## src/rtl/fpu_pkg.sv

```systemverilog
// Shared FPU types: extended-precision operand format, operation codes and the
// add/sub controller state encoding.
package fpu_pkg;

    localparam int unsigned FP_PRECISION = 3;
    localparam int unsigned MANT_W       = 23 + FP_PRECISION;

    typedef struct packed {
        logic              sign_bit;
        logic [7:0]        exp;
        logic [MANT_W-1:0] mant;
    } IEEE_extended_fp;

    typedef enum logic [1:0] {
        fp_add = 2'd0,
        fp_sub = 2'd1,
        fp_mul = 2'd2,
        fp_div = 2'd3
    } fp_op_t;

    typedef enum logic [1:0] {
        ST_IDLE  = 2'd0,
        ST_ALIGN = 2'd1,
        ST_EXEC  = 2'd2,
        ST_RESP  = 2'd3
    } fpu_addsub_state_t;

    function automatic logic is_addsub(input fp_op_t op);
        return (op == fp_add) || (op == fp_sub);
    endfunction

endpackage

```

## src/rtl/fpu_addsub_ctrl_if.sv

```systemverilog
// Requester-side request/response bundle of the add/sub controller.
interface fpu_addsub_ctrl_if #(
    parameter int unsigned NREQ = 2
) ();
    import fpu_pkg::*;

    logic            [NREQ-1:0] req_valid;
    logic            [NREQ-1:0] req_ready;
    IEEE_extended_fp [NREQ-1:0] req_x1;
    IEEE_extended_fp [NREQ-1:0] req_x2;
    fp_op_t          [NREQ-1:0] req_op;
    logic            [NREQ-1:0] rsp_valid;
    logic            [NREQ-1:0] rsp_ready;
    IEEE_extended_fp            rsp_ans;
    logic                       rsp_err;

    modport master (
        output req_valid, req_x1, req_x2, req_op, rsp_ready,
        input  req_ready, rsp_valid, rsp_ans, rsp_err
    );

    modport slave (
        input  req_valid, req_x1, req_x2, req_op, rsp_ready,
        output req_ready, rsp_valid, rsp_ans, rsp_err
    );
endinterface

```

## src/rtl/fpu_rr_arbiter.sv

```systemverilog
// Combinational round-robin arbiter: first requester at or above ptr, with wrap.
module fpu_rr_arbiter #(
    parameter int unsigned NREQ = 2
) (
    input  logic [NREQ-1:0]         req,
    input  logic [$clog2(NREQ)-1:0] ptr,
    output logic [NREQ-1:0]         grant,
    output logic [$clog2(NREQ)-1:0] grant_idx,
    output logic                    grant_any
);
    localparam int unsigned IDX_W = $clog2(NREQ);

    int unsigned cand;

    always_comb begin
        grant     = '0;
        grant_idx = '0;
        grant_any = 1'b0;
        cand      = 0;
        for (int unsigned i = 0; i < NREQ; i++) begin
            cand = (32'(ptr) + i) % NREQ;
            if (!grant_any && req[cand]) begin
                grant_any   = 1'b1;
                grant[cand] = 1'b1;
                grant_idx   = IDX_W'(cand);
            end
        end
    end
endmodule

```

## src/rtl/fpu_addsub_ctrl.sv

```systemverilog
// Arbitrates add/sub requests, orders and serially aligns operands, drives the
// combinational fp_add_sub datapath for one cycle and holds the result.
module fpu_addsub_ctrl
    import fpu_pkg::*;
#(
    parameter int unsigned PRECISION = FP_PRECISION,
    parameter int unsigned NREQ      = 2
) (
    input  logic                    clk,
    input  logic                    rst_n,
    fpu_addsub_ctrl_if.slave        bus,
    output IEEE_extended_fp         dp_x1,
    output IEEE_extended_fp         dp_x2,
    output fp_op_t                  dp_op,
    output logic                    dp_switched,
    input  IEEE_extended_fp         dp_ans,
    output logic                    busy
);
    localparam int unsigned IDX_W     = $clog2(NREQ);
    localparam int unsigned MAX_SHIFT = 24 + PRECISION;
    localparam int unsigned CNT_W     = $clog2(MAX_SHIFT + 1);

    if (PRECISION != FP_PRECISION) begin : g_precision_mismatch
        $error("PRECISION must equal fpu_pkg::FP_PRECISION");
    end

    fpu_addsub_state_t state;
    logic [IDX_W-1:0]  rr_ptr, gnt_idx, arb_idx;
    logic [NREQ-1:0]   arb_grant;
    logic              arb_any;
    IEEE_extended_fp   x1_q, x2_q, ans_q;
    fp_op_t            op_q;
    logic [CNT_W-1:0]  count;
    logic              first_shift, switched, err_q;

    IEEE_extended_fp   in_x1, in_x2, ord_x1, ord_x2;
    fp_op_t            in_op;
    logic [7:0]        exp_diff;
    logic [CNT_W-1:0]  load_count;
    logic [MANT_W-1:0] shifted;

    fpu_rr_arbiter #(.NREQ(NREQ)) u_arb (
        .req       (bus.req_valid),
        .ptr       (rr_ptr),
        .grant     (arb_grant),
        .grant_idx (arb_idx),
        .grant_any (arb_any)
    );

    assign bus.req_ready = (state == ST_IDLE) ? arb_grant : '0;

    // Larger exponent goes to x1; a subtract keeps its value via a-b = (-b)-(-a).
    always_comb begin
        in_x1  = bus.req_x1[arb_idx];
        in_x2  = bus.req_x2[arb_idx];
        in_op  = bus.req_op[arb_idx];
        ord_x1 = in_x1;
        ord_x2 = in_x2;
        if (in_x2.exp > in_x1.exp) begin
            ord_x1 = in_x2;
            ord_x2 = in_x1;
            if (in_op == fp_sub) begin
                ord_x1.sign_bit = ~in_x2.sign_bit;
                ord_x2.sign_bit = ~in_x1.sign_bit;
            end
        end
        exp_diff   = ord_x1.exp - ord_x2.exp;
        load_count = (32'(exp_diff) > MAX_SHIFT) ? CNT_W'(MAX_SHIFT) : CNT_W'(exp_diff);
    end

    // Hidden bit enters on the first shift; bit 0 accumulates everything shifted out.
    assign shifted = {first_shift, x2_q.mant[MANT_W-1:1]} | {{(MANT_W-1){1'b0}}, x2_q.mant[0]};

    always_ff @(posedge clk or negedge rst_n) begin
        if (!rst_n) begin
            state       <= ST_IDLE;
            rr_ptr      <= '0;
            gnt_idx     <= '0;
            x1_q        <= '0;
            x2_q        <= '0;
            op_q        <= fp_add;
            count       <= '0;
            first_shift <= 1'b0;
            switched    <= 1'b0;
            ans_q       <= '0;
            err_q       <= 1'b0;
        end else begin
            unique case (state)
                ST_IDLE: begin
                    if (arb_any) begin
                        gnt_idx <= arb_idx;
                        op_q    <= in_op;
                        if (is_addsub(in_op)) begin
                            x1_q        <= ord_x1;
                            x2_q        <= ord_x2;
                            count       <= load_count;
                            switched    <= (load_count != '0);
                            first_shift <= 1'b1;
                            err_q       <= 1'b0;
                            state       <= ST_ALIGN;
                        end else begin
                            err_q <= 1'b1;
                            ans_q <= '0;
                            state <= ST_RESP;
                        end
                    end
                end
                ST_ALIGN: begin
                    if (count != '0) begin
                        x2_q.mant   <= shifted;
                        first_shift <= 1'b0;
                        count       <= count - CNT_W'(1);
                    end else begin
                        x2_q.exp <= x1_q.exp;
                        state    <= ST_EXEC;
                    end
                end
                ST_EXEC: begin
                    ans_q <= dp_ans;
                    state <= ST_RESP;
                end
                ST_RESP: begin
                    if (bus.rsp_ready[gnt_idx]) begin
                        rr_ptr <= (32'(gnt_idx) == NREQ - 1) ? '0 : gnt_idx + IDX_W'(1);
                        state  <= ST_IDLE;
                    end
                end
                default: state <= ST_IDLE;
            endcase
        end
    end

    always_comb begin
        dp_x1       = '0;
        dp_x2       = '0;
        dp_op       = fp_add;
        dp_switched = 1'b0;
        if (state == ST_EXEC) begin
            dp_x1       = x1_q;
            dp_x2       = x2_q;
            dp_op       = op_q;
            dp_switched = switched;
        end
    end

    always_comb begin
        bus.rsp_valid = '0;
        if (state == ST_RESP) bus.rsp_valid[gnt_idx] = 1'b1;
    end

    assign bus.rsp_ans = ans_q;
    assign bus.rsp_err = err_q;
    assign busy        = (state != ST_IDLE);
endmodule
```

## src/flat_wrapper.sv

```systemverilog
// flat-port wrapper written by rule: the top's interface ports become plain ports
module fpu_addsub_ctrl_flat import fpu_pkg::*;
#(
    parameter int unsigned PRECISION = FP_PRECISION,
    parameter int unsigned NREQ      = 2
)
  (clk, rst_n, dp_x1, dp_x2, dp_op, dp_switched, dp_ans, busy, bus_req_valid, bus_req_x1, bus_req_x2, bus_req_op, bus_rsp_ready, bus_req_ready, bus_rsp_valid, bus_rsp_ans, bus_rsp_err);
  fpu_addsub_ctrl_if #(.NREQ(NREQ)) bus_i ();
  input  logic clk;
  input  logic rst_n;
  output IEEE_extended_fp dp_x1;
  output IEEE_extended_fp dp_x2;
  output fp_op_t dp_op;
  output logic dp_switched;
  input  IEEE_extended_fp dp_ans;
  output logic busy;
  input wire logic [$bits(bus_i.req_valid)-1:0] bus_req_valid;
  input wire logic [$bits(bus_i.req_x1)-1:0] bus_req_x1;
  input wire logic [$bits(bus_i.req_x2)-1:0] bus_req_x2;
  input wire logic [$bits(bus_i.req_op)-1:0] bus_req_op;
  input wire logic [$bits(bus_i.rsp_ready)-1:0] bus_rsp_ready;
  output wire logic [$bits(bus_i.req_ready)-1:0] bus_req_ready;
  output wire logic [$bits(bus_i.rsp_valid)-1:0] bus_rsp_valid;
  output wire logic [$bits(bus_i.rsp_ans)-1:0] bus_rsp_ans;
  output wire logic [$bits(bus_i.rsp_err)-1:0] bus_rsp_err;
  assign bus_i.req_valid = bus_req_valid;
  assign bus_i.req_x1 = bus_req_x1;
  assign bus_i.req_x2 = bus_req_x2;
  assign bus_i.req_op = bus_req_op;
  assign bus_i.rsp_ready = bus_rsp_ready;
  assign bus_req_ready = bus_i.req_ready;
  assign bus_rsp_valid = bus_i.rsp_valid;
  assign bus_rsp_ans = bus_i.rsp_ans;
  assign bus_rsp_err = bus_i.rsp_err;
  fpu_addsub_ctrl #(.PRECISION(PRECISION), .NREQ(NREQ)) u_core (.clk(clk), .rst_n(rst_n), .bus(bus_i), .dp_x1(dp_x1), .dp_x2(dp_x2), .dp_op(dp_op), .dp_switched(dp_switched), .dp_ans(dp_ans), .busy(busy));
endmodule
```

## config.mk

```make
export PLATFORM = sky130hd
export DESIGN_NAME = fpu_addsub_ctrl_flat
export DESIGN_NICKNAME = d
export VERILOG_FILES = /design/src/rtl/fpu_pkg.sv /design/src/rtl/fpu_addsub_ctrl_if.sv /design/src/rtl/fpu_rr_arbiter.sv /design/src/rtl/fpu_addsub_ctrl.sv /design/src/flat_wrapper.sv
export SDC_FILE = /design/constraint.sdc
export NUM_CORES = 1
export LEC_CHECK = 0
export ABC_AREA = 0
export BUFFER_PORTS_ARGS = -buffer_cell sky130_fd_sc_hd__buf_2
export CAP_MARGIN = 25
export CORE_MARGIN = 2
export CORE_UTILIZATION = 45
export DETAILED_ROUTE_END_ITERATION = 10
export GPL_TIMING_DRIVEN = 0
export PLACE_DENSITY = 0.86
export SLEW_MARGIN = 20
export SYNTH_ARGS = -nofsm -noshare
export SYNTH_HDL_FRONTEND = slang
export SYNTH_SLANG_ARGS = --single-unit
```

## constraint.sdc

```tcl
create_clock -name clk -period 6.1 [get_ports clk]
set_input_delay 0.305 -clock clk [delete_from_list [all_inputs] [get_ports clk]]
set_output_delay 0.305 -clock clk [all_outputs]
set_load 0.03 [all_outputs]
```

==> summary.md, run 1 <==
| Metric | Value |
|---|---|
| H-tree depth | `4` |
| Min-Delay Startpoint | `dp_ans[32]` |
| Port buffer count | `slightly below 300` |
| Final ANT Viol Nets | `0` |
| DRT iter0 DRCs | `696` |
| Hold path endpoint | `u_core.bus.rsp_ans[32]` |
| Final HPWL DP | `approximately 21 mm` |
| Setup tns final | `0 ns` |
| Setup repair bufs after CTS | `0` |
| Main synth FF type | `dfrtp_1` |
| CTS tree | `built` |
| Share of layout cells above drive strength 1 | `roughly two fifths` |
| Site row count | `49` |
| Die width | `138.4 um` |
| Worst slew margin | `around 37%` |
| Final net count | `1336` |
| #FFs+latches synth | `118` |
| Startpoint types | `register` |
| Final setup viols | `0` |
| IO Pins | `299` |
| Clock sinks | `118` |
| CTS Buffer Depth | `2` |
| Die Y-Extent | `138.4 um` |
| Clk_lat worst skew | `between 0.4 and 0.5 ns` |
| Final Hold Viols | `0` |
| Max Cap Viol | `0` |
| Post-synthesis instance total | `821` |
| Core Box Area | `0.01784 mm2` |
| R2R cell count | `21` |
| Async S/R FF share, synth | `100.0%` |
| Final WL | `between 20 and 30 mm` |
| Vias after detailed routing | `7927` |
| Gpl congestion | `0.9306` |
| DP Worst Slack | `-1.220 ns` |
| Die area | `0.01916 mm2` |
| CP Data Arrival Time | `5.97 ns` |
| Largest net degree at the start of global routing | `70` |
| Pwr/cell area | `about 520 mW/mm2` |
| Hold depth | `3` |
| Max VDD drop | `about 0.24 mV` |
| CP Data Required Time | `approximately 6.4 ns` |
| Flip-flop and latch area | `0.002953 mm2` |
| Initial antenna violation count | `2` |
| Area contributors post-synth | `dfrtp_1 (36%), mux4_2 (16%), nand2_1 (6.1%)` |
| Via density per instance | `between 5 and 6` |
| Effective utilization at floorplan | `45.57%` |
| Sequential share of the synthesized area | `about 36%` |
| Critical path class | `reg -> reg` |
| Fill cell count | `1507` |
| Yosys warns | `0` |
| Fin crit period | `between 5 and 6 ns` |
| WL per Instance | `19.08 um` |
| Grt ovf | `0` |
| RSZ-0062 raised after global routing | `false` |
| Synth unique cells | `71` |
| Final setup margin | `0.3927 ns` |
| Hold slack | `about 0.14 ns` |
| Layout Skew | `between 0.01 and 0.015 ns` |
| Worst-path fanout max | `19` |
| Cell Area, Synth | `roughly 0.0081 mm2` |
| Root buffer cell | `clkbuf_16` |
| Vias in the first global route | `approximately 8000` |
| Syn avg cell area | `9.903 um2` |
| Worst r2r src | `u_core.rr_ptr` |
| P&R area growth vs syn | `29.53%` |
| Reg2Reg Setup Slack | `0.39 ns` |
| Hold Crit Class | `in -> reg` |
| Final Cell Area | `0.01053 mm2` |
| Leakage | `between 5 and 6 nW` |
| DRT Pass-1 Iters | `5` |
| Status | `finished clean` |
| TritonCTS buffer count | `17` |
| Slew Viols, Final | `0` |
| Post-DP Area | `0.009948 mm2` |
| Tcrit/Tclk final | `roughly 94%` |
| GRT Total Usage | `27.24%` |
| Synth top area share | `36.32%` |
| Fmax | `0.1752 GHz` |
| First-pass GRT wire length | `41.88 mm` |
| Tightest Pin Transition | `0.9487 ns` |
| CTS clk-pin slew, worst paths | `0.06 ns` |
| Post-synth EDFFs | `0` |
| RR Endpoint | `u_core.switched` |
| Syn_nets | `between 1000 and 1500` |
| Area taken by multi-input logic gates | `0.004880 mm2` |
| Post-synth top area cell | `dfrtp_1` |
| Residual DRC | `0` |
| Final core occ | `59.03%` |
| Crit. End Element | `register` |
==> timing repair <==
action | CTS | global route
hold endpoints to repair | 49 | 0
setup endpoints to repair | 6 | 6
hold buffers | 1 | 0
resized for setup | 1 | 2
pin swaps | 0 | 0
==> Yosys cell counts (5+ instances only) <==
cell	number
mux2i_1	40
a211oi_1	9
nand3b_1	5
o21ai_0	84
dfrtp_1	118
buf_1	8
a21oi_1	39
mux4_2	56
and2_1	76
a21o_1	5
ha_1	13
clkbuf_1	40
nand2_1	132
a31oi_1	6
nand2b_1	9
nand3_1	9
nor2_1	36
inv_1	11
nor2b_1	7
nor3_1	10
mux2_2	30
==> metrics by stage <==
step	std cells	power [W]
3_3_place_gp	1347	0.004348
3_5_place_dp	1349	0.004447
4_1_cts	1379	0.005416
2_1_floorplan	821	0.003503
6_report	1382	0.005434
5_1_grt	1382	0.005770
==> sequential cells by signal, indices dropped and copies added (netlist names) <==
name	count
u_core.op_q	1
u_core.x1_q	35
u_core.state	2
u_core.gnt_idx	1
u_core.count	5
u_core.bus.rsp_ans	35
u_core.x2_q	35
u_core.switched	1
u_core.bus.rsp_err	1
u_core.first_shift	1
u_core.rr_ptr	1
==> per-layer routing <==
layer	up-vias	GRT usage (%)	part of all wire, %
met1	3843	34.18	39
met3	69	5.715	7.4
met2	407	46.14	50
met4	0	11.12	3.0
li1	3608	-	-
met5	-	0	0
==> how the worst max path moves through the flow <==
stage / cells after the start / endpoint / slack (ns) / start
after CTS: 21 / u_core.switched / 0.33 / u_core.rr_ptr
after floorplan: 23 / u_core.switched / 0.67 / u_core.rr_ptr
after global placement: 23 / u_core.switched / -1.15 / u_core.rr_ptr
after detailed placement: 23 / u_core.switched / -1.22 / u_core.rr_ptr
final: 21 / u_core.switched / 0.39 / u_core.rr_ptr
after global routing: 21 / u_core.switched / 0.04 / u_core.rr_ptr
==> layout by cell type (no fill, tap or decap), types with 6 or more instances in the layout <==
| master | n |
|---|---|
| nor2b_1 | 7 |
| mux2_2 | 30 |
| nand3_1 | 9 |
| nor3_1 | 10 |
| buf_6 | 6 |
| nand2b_1 | 9 |
| dfrtp_1 | 118 |
| nand2_1 | 132 |
| clkbuf_16 | 17 |
| a21oi_1 | 39 |
| mux4_2 | 56 |
| mux2i_1 | 39 |
| a31oi_1 | 6 |
| buf_2 | 299 |
| nor2_1 | 36 |
| clkbuf_1 | 44 |
| a211oi_1 | 9 |
| ha_1 | 13 |
| and2_1 | 76 |
| o21ai_0 | 84 |
| inv_1 | 11 |
==> worst max-delay path, cell delays in order (launching register included) <==
cell and delay [ns]:
dfrtp_1 0.41, nand2b_2 0.24, nand2_4 0.17, buf_6 0.28, mux2i_2 0.37, ha_1 0.28
and3_1 0.19, nor2b_1 0.25, o21ai_1 0.27, o211a_1 0.28, nor2_1 0.18, buf_2 0.35
clkbuf_4 0.36, a21boi_0 0.15, ha_1 0.20, a31oi_1 0.17, nand2_1 0.15, a32oi_1 0.24
a41oi_2 0.15, xnor2_1 0.17, or4_1 0.51, a2bb2oi_1 0.17
==> cell type report <==
| cell class | count | area share [%] |
|---|---|---|
| multi-input cells | 635 | 46.33 |
| flip-flops and latches | 118 | 28.04 |
| repair buffers | 301 | 14.74 |
| clock buffers | 23 | 4.348 |
| well taps | 229 | 2.721 |
| plain buffers | 53 | 2.364 |
| clock inverters | 9 | 0.9742 |
| inverters | 12 | 0.4277 |
| diodes | 2 | 0.04752 |
==> cell families after synthesis <==
group                    synth area share (%)
adder cells (fa/ha/maj)                 2.001
flip-flops                              36.32
XOR/XNOR                               0.6463
AND/OR/NAND/NOR                         18.70
multiplexers                            24.95
buffers and inverters                   3.709
AO/OA/AOI/OAI                           13.68
==> power breakdown <==
group	internal, W	switching [W]	total [W]
logic	0.00108	0.00199	0.00307
registers	0.00117	0.000233	0.00141
clock network	0.000608	0.000352	0.000960
Note: power is estimated with default switching activity, not from simulation.
==> run 2: changes to the inputs <==
Settings changed: CTS_CLUSTER_SIZE set to 30.
Clock period 6.1 ns to 6.3 ns, I/O delays scaled along.
==> run 2 against run 1 <==
  * Core utilization barely moved
  * Routed wire length grew 0.14%
  * Non-clock buffer count is the same
  * Sequential cell count did not move
  * First-iteration DRC count down 4.7%
  * Clock skew rose by 0.0032 ns
  * Total power fell by 3.2%
  * Global-route usage increased by 0.052 points
  * Critical path type unchanged
  * Highest routed layer unchanged
==> summary.md, run 2 (synthesis results as in run 1) <==
| Metric | Value |
|---|---|
| Max VDD drop | `0.2355 mV (-3.2%)` |
| H-tree depth | `4 (unchanged)` |
| TritonCTS buffer count | `17 (unchanged)` |
| Pwr/cell area | `499.9 mW/mm2 (-3.1%)` |
| Port buffer count | `297 (unchanged)` |
| Die width | `138.4 um (unchanged)` |
| CP Data Arrival Time | `6.15 ns (+0.18 ns)` |
| Initial antenna violation count | `2 (unchanged)` |
| Startpoint types | `register` |
| Gpl congestion | `0.9306 (unchanged)` |
| Final WL | `26.40 mm (+0.14%)` |
| Leakage | `5.015 nW (about the same)` |
| First-pass GRT wire length | `41.96 mm (+0.20%)` |
| Root buffer cell | `clkbuf_16` |
| DRT Pass-1 Iters | `7 (+2)` |
| Hold Crit Class | `in -> reg` |
| GRT Total Usage | `27.30% (+0.052 points)` |
| Final net count | `1336 (unchanged)` |
| Post-DP Area | `0.009948 mm2 (unchanged)` |
| Status | `finished clean` |
| Residual DRC | `0 (unchanged)` |
| WL per Instance | `19.10 um (+0.14%)` |
| Worst path cell trace | `nand2b_2, nand2_4, buf_6, mux2i_1, ha_1, and3_1, nor2b_1, o21ai_1, o211a_1, nor2_1, buf_2, buf_2, a21boi_0, ha_1, a31oi_1, nand2_1, a32oi_1, a41oi_2, xnor2_1, or4_1, a2bb2oi_1` |
| Final Cell Area | `0.01053 mm2 (about the same)` |
| Final setup viols | `0 (unchanged)` |
| Total Power | `0.005261 W (-3.2%)` |
| Site row count | `49 (unchanged)` |
| Worst-path fanout max | `19 (unchanged)` |
| CTS clk-pin slew, worst paths | `0.06 ns (about the same)` |
| Grt ovf | `0 (unchanged)` |
| Fin crit period | `5.880 ns (+0.1729 ns)` |
| Max Cap Viol | `0 (unchanged)` |
| Die area | `0.01916 mm2 (unchanged)` |
| Crit path largest cell delay | `0.51 ns (about the same)` |
| Share of layout cells above drive strength 1 | `38.05% (-0.087 points)` |
| Final HPWL DP | `20.84 mm (unchanged)` |
| Clk_lat worst skew | `0.42 ns (about the same)` |
| Slew Viols, Final | `0 (unchanged)` |
| Die Y-Extent | `138.4 um (unchanged)` |
| Core Box Area | `0.01784 mm2 (unchanged)` |
| Largest net degree at the start of global routing | `70 (unchanged)` |
| Reg2Reg Setup Slack | `0.42 ns (+0.03 ns)` |
| Crit path max-delay family | `simple AND/OR/NAND/NOR gates` |
| Fmax | `0.1701 GHz (-2.9%)` |
| Critical path class | `reg -> reg` |
| Vias after detailed routing | `7943 (+0.20%)` |
| P&R area growth vs syn | `29.46% (about the same)` |
| Worst slew margin | `37.16% (+0.41 points)` |
| Clock sinks | `118 (unchanged)` |
| DRT iter0 DRCs | `663 (-4.7%)` |
| Commonest non-fill, non-tap cell in the layout | `buf_2` |
| Crit. End Element | `register` |
| CTS Buffer Depth | `2 (unchanged)` |
| Vias in the first global route | `8055 (+0.25%)` |
| Commonest cells after routing, fill and taps aside | `buf_2 (300), nand2_1 (132), dfrtp_1 (118)` |
| RSZ-0062 raised after global routing | `false` |
| CP Data Required Time | `6.57 ns (+0.21 ns)` |
| Effective utilization at floorplan | `45.57% (unchanged)` |
| Placed insts | `1349 (unchanged)` |
| Tcrit/Tclk final | `93.34% (-0.23 points)` |
| Layout Skew | `0.01560 ns (+0.003165 ns)` |
| Via density per instance | `5.747 (+0.20%)` |
| IO Pins | `299 (unchanged)` |
| CTS tree | `built` |
| Tightest Pin Transition | `0.9426 ns (-0.006082 ns)` |
| Final Hold Viols | `0 (unchanged)` |
| Final ANT Viol Nets | `0 (unchanged)` |
| Hold slack | `0.1371 ns (+0.001215 ns)` |
| Slowest cell on crit path | `or4_1` |
| Non-filler cells, final | `1382 (unchanged)` |
| CP bufs+invs | `3 (unchanged)` |
run 2: cell count changes in the layout (fill, tap and decap cells not counted), sizes merged:
cell	delta
buf	+1
clkbuf	-1
run 2: where the power goes:
group          internal, W  switching (W)
logic              0.00105        0.00192
clock network     0.000588       0.000341
registers          0.00114       0.000225
total              0.00277        0.00249
run 2: per-layer routing:
layer	up-vias	track usage (%)	share of wire (%)
met2	407	46.30	50
met5	-	0	0
met4	0	11.12	3.1
li1	3612	-	-
met1	3853	34.20	40
met3	71	5.715	7.0
run 2: worst reg2reg max path, stage by stage, from the launching register on:
cell,delay [ns]
dfrtp_1,0.41
nand2b_2,0.24
nand2_4,0.17
buf_6,0.28
mux2i_1,0.43
ha_1,0.29
and3_1,0.19
nor2b_1,0.26
o21ai_1,0.27
o211a_1,0.28
nor2_1,0.18
buf_2,0.36
buf_2,0.41
a21boi_0,0.18
ha_1,0.22
a31oi_1,0.17
nand2_1,0.14
a32oi_1,0.25
a41oi_2,0.15
xnor2_1,0.17
or4_1,0.51
a2bb2oi_1,0.17
run 2: what timing repair did:
item	4_1_cts	5_1_grt
resized for setup	1	0
hold buffers	1	0
hold endpoints to repair	49	0
buffers inserted	0	0
setup endpoints to repair	6	6
run 2: area by class of cell:
type / instances / area, um2
antenna: 2 / 5.005
buffer: 53 / 246.5
clock buffer: 23 / 457.9
clock inverter: 9 / 102.6
fill: 1508 / 7316
inverter: 12 / 45.04
multi-input combinational: 635 / 4876
sequential: 118 / 2953
tap: 229 / 286.5
timing repair buffer: 301 / 1553
run 2: stage by stage:
step                utilization (%)  TNS (ns)  setup WS, ns
finish                        58.99         0        0.4199
CTS                           58.92         0        0.1967
global route                  58.99         0       0.01670
floorplan                         -         0        0.8697
global placement              55.51    -5.013       -0.9518
detailed placement            55.76    -5.567        -1.020
run 2: worst paths after layout:
| kind | startpoint | depth (start not counted) | to |
|---|---|---|---|
| max in group asynchronous | rst_n | 3 | u_core.x2_q[32] |
| worst min-delay path | dp_ans[32] | 3 | u_core.bus.rsp_ans[32] |
| worst max register to register | u_core.rr_ptr | 21 | u_core.switched |
| min in group asynchronous | rst_n | 2 | u_core.x1_q[14] |
| worst min register to register | u_core.first_shift | 1 | u_core.first_shift |
| worst max-delay path | u_core.rr_ptr | 21 | u_core.switched |
==> run 3: changes to the inputs <==
Settings changed: ABC_CLOCK_PERIOD_IN_PS set to 7150.
Clock period 6.3 ns to 7.15 ns, I/O delays scaled along.
==> run 3 against run 2 <==
  * Count of clock-buffer cells in the layout did not move
  * Global-route usage rose by 0.052 points
  * Sequential cell count did not move
  * Worst hold slack improved by 0.055 ns
  * Critical path type unchanged
  * Highest routed layer unchanged
==> summary.md, run 3 (synthesis results as in run 1) <==
| Metric | Value |
|---|---|
| P&R area growth vs syn | `29.55% (about the same)` |
| Max VDD drop | `0.2075 mV (-12%)` |
| CP Data Required Time | `7.41 ns (+0.84 ns)` |
| IO Pins | `299 (unchanged)` |
| CP Data Arrival Time | `6.79 ns (+0.64 ns)` |
| Worst-path fanout max | `10 (-9)` |
| Commonest non-fill, non-tap cell in the layout | `buf_2` |
| Final setup viols | `0 (unchanged)` |
| Crit path max-delay family | `simple AND/OR/NAND/NOR gates` |
| Leakage | `5.018 nW (about the same)` |
| Commonest cells after routing, fill and taps aside | `buf_2 (299), nand2_1 (132), dfrtp_1 (118)` |
| Die area | `0.01916 mm2 (unchanged)` |
| Core Box Area | `0.01784 mm2 (unchanged)` |
| Final WL | `26.54 mm (+0.53%)` |
| Sw Share | `47.34% (about the same)` |
| DRT iter0 DRCs | `679 (+2.4%)` |
| Max Cap Viol | `0 (unchanged)` |
| Met2 Use GR | `46.43% (+0.13 points)` |
| Reg power frac | `25.9% (about the same)` |
| Tightest Pin Transition | `0.9501 ns (+0.007443 ns)` |
| Clk_lat worst skew | `0.41 ns (about the same)` |
| Grt ovf | `0 (unchanged)` |
| WL per Instance | `19.18 um (+0.38%)` |
| Crit. End Element | `register` |
| Residual DRC | `0 (unchanged)` |
| Tcrit/Tclk final | `91.36% (-2.0 points)` |
| Fmax | `0.1531 GHz (-10%)` |
| Die width | `138.4 um (unchanged)` |
| Site row count | `49 (unchanged)` |
| Fin crit period | `6.533 ns (+0.6524 ns)` |
| Non-filler cells, final | `1384 (+0.14%)` |
| Port buffer count | `297 (unchanged)` |
| Post-DP Area | `0.009948 mm2 (unchanged)` |
| Final net count | `1338 (+0.15%)` |
| Final Hold Viols | `0 (unchanged)` |
| CTS Buffer Depth | `2 (unchanged)` |
| Worst slew margin | `36.66% (-0.50 points)` |
| Setup tns final | `0 ns (unchanged)` |
| First-pass GRT wire length | `42.04 mm (+0.20%)` |
| DP Worst Slack | `-0.1700 ns (+0.8500 ns)` |
| Worst path cell trace | `and2b_4, nor2_8, buf_1, mux2i_1, ha_1, and3_1, nor2b_1, o21ai_1, o211a_1, nor2_1, clkbuf_2, buf_2, buf_1, a21boi_0, ha_1, a31oi_1, nand2_1, a32oi_1, a41oi_2, xnor2_1, or4_1, a2bb2oi_1` |
| Startpoint types | `register` |
| H-tree depth | `4 (unchanged)` |
| Vias in the first global route | `8060 (+0.062%)` |
| Slew Viols, Final | `0 (unchanged)` |
| Clock sinks | `118 (unchanged)` |
| TritonCTS buffer count | `17 (unchanged)` |
| Via density per instance | `5.736 (-0.21%)` |
| Gpl congestion | `0.9306 (unchanged)` |
| Fill cell count | `1508 (unchanged)` |
| Final Cell Area | `0.01053 mm2 (about the same)` |
| Int Pwr | `0.002443 W (-12%)` |
| Die Y-Extent | `138.4 um (unchanged)` |
| CTS tree | `built` |
| Final HPWL DP | `20.84 mm (unchanged)` |
| Pwr/cell area | `440.5 mW/mm2 (-12%)` |
| Sw power | `0.002196 W (-12%)` |
| Largest net degree at the start of global routing | `70 (unchanged)` |
| Root buffer cell | `clkbuf_16` |
| Layout Skew | `0.01122 ns (-0.004380 ns)` |
| Slowest cell on crit path | `buf_1` |
| GRT Total Usage | `27.35% (+0.052 points)` |
| CTS clk-pin slew, worst paths | `0.06 ns (about the same)` |
| Initial antenna violation count | `2 (unchanged)` |
| Final setup margin | `0.6174 ns (+0.1976 ns)` |
| Placed insts | `1349 (unchanged)` |
| Share of layout cells above drive strength 1 | `37.99% (-0.066 points)` |
| Comb power frac | `56.5% (about the same)` |
| Effective utilization at floorplan | `45.57% (unchanged)` |
| DRT Pass-1 Iters | `5 (-2)` |
| Clk pwr share | `17.6% (about the same)` |
| Final ANT Viol Nets | `0 (unchanged)` |
| CP bufs+invs | `4 (+1)` |
| Critical path class | `reg -> reg` |
| Most crowded layer after global routing | `met2` |
| Vias after detailed routing | `7938 (-0.063%)` |
| M3 GR Usage | `5.715% (unchanged)` |
| RSZ-0062 raised after global routing | `false` |
| Crit path largest cell delay | `0.52 ns (about the same)` |
| Status | `finished clean` |
| Grt met1 use | `34.25% (+0.045 points)` |
| Hold Crit Class | `in -> reg` |
run 3: final timing paths:
kind | slack (ns) | end | start | depth (start not counted)
setup / recovery | 0.62 | u_core.switched | u_core.rr_ptr | 22
hold / removal | 0.19 | u_core.bus.rsp_ans[32] | dp_ans[32] | 3
setup reg to reg | 0.62 | u_core.switched | u_core.rr_ptr | 22
hold reg to reg | 0.48 | u_core.first_shift | u_core.first_shift | 1
max in group asynchronous | 5.98 | u_core.op_q[0] | rst_n | 3
min in group asynchronous | 0.45 | u_core.x1_q[14] | rst_n | 2
run 3: worst reg2reg max path: stages (launching register included):
cell and delay [ns]:
dfrtp_1 0.40, and2b_4 0.24, nor2_8 0.19, buf_1 0.52
mux2i_1 0.44, ha_1 0.33, and3_1 0.21, nor2b_1 0.25
o21ai_1 0.27, o211a_1 0.28, nor2_1 0.19, clkbuf_2 0.37
buf_2 0.31, buf_1 0.42, a21boi_0 0.20, ha_1 0.23
a31oi_1 0.17, nand2_1 0.15, a32oi_1 0.23, a41oi_2 0.15
xnor2_1 0.17, or4_1 0.51, a2bb2oi_1 0.17
run 3: stage by stage:
step / util [%] / power (W) / hold WS, ns
2_1_floorplan: - / 0.002988 / 0.06191
3_3_place_gp: 55.51 / 0.003709 / 0.4570
3_5_place_dp: 55.76 / 0.003794 / 0.3230
4_1_cts: 58.94 / 0.004624 / 0.1779
5_1_grt: 59.04 / 0.004924 / 0.1885
6_report: 59.04 / 0.004639 / 0.1918
run 3: cell type report:
| cell class | count | area (um2) | area share [%] |
|---|---|---|---|
| inverter | 12 | 45.04 | 0.4277 |
| buffer | 55 | 254.0 | 2.412 |
| sequential | 118 | 2953 | 28.04 |
| multi-input combinational | 635 | 4876 | 46.29 |
| clock inverter | 9 | 102.6 | 0.9741 |
| tap | 229 | 286.5 | 2.720 |
| timing repair buffer | 301 | 1553 | 14.74 |
| antenna | 2 | 5.005 | 0.04752 |
| clock buffer | 23 | 457.9 | 4.348 |
run 3: power by group through the flow:
stage / Clock (W) / Sequential [W] / Combinational, W
finish: 0.000818 / 0.00120 / 0.00262
global route: 0.000863 / 0.00124 / 0.00282
CTS: 0.000827 / 0.00119 / 0.00260
detailed placement: 0 / 0.00120 / 0.00259
global placement: 0 / 0.00118 / 0.00253
floorplan: 0 / 0.00135 / 0.00164
run 3: layer usage:
layer | vias up | routed length [um]
met4 | 0 | 802
met1 | 3884 | 10500
met3 | 64 | 1917
met2 | 378 | 13320
met5 | - | 0
li1 | 3612 | -
run 3: timing repair:
action	CTS	global route
buffers inserted	0	0
endpoints found under the hold margin	49	0
gates resized for setup	0	1
endpoints found under the setup margin	6	6
hold buffers	1	0
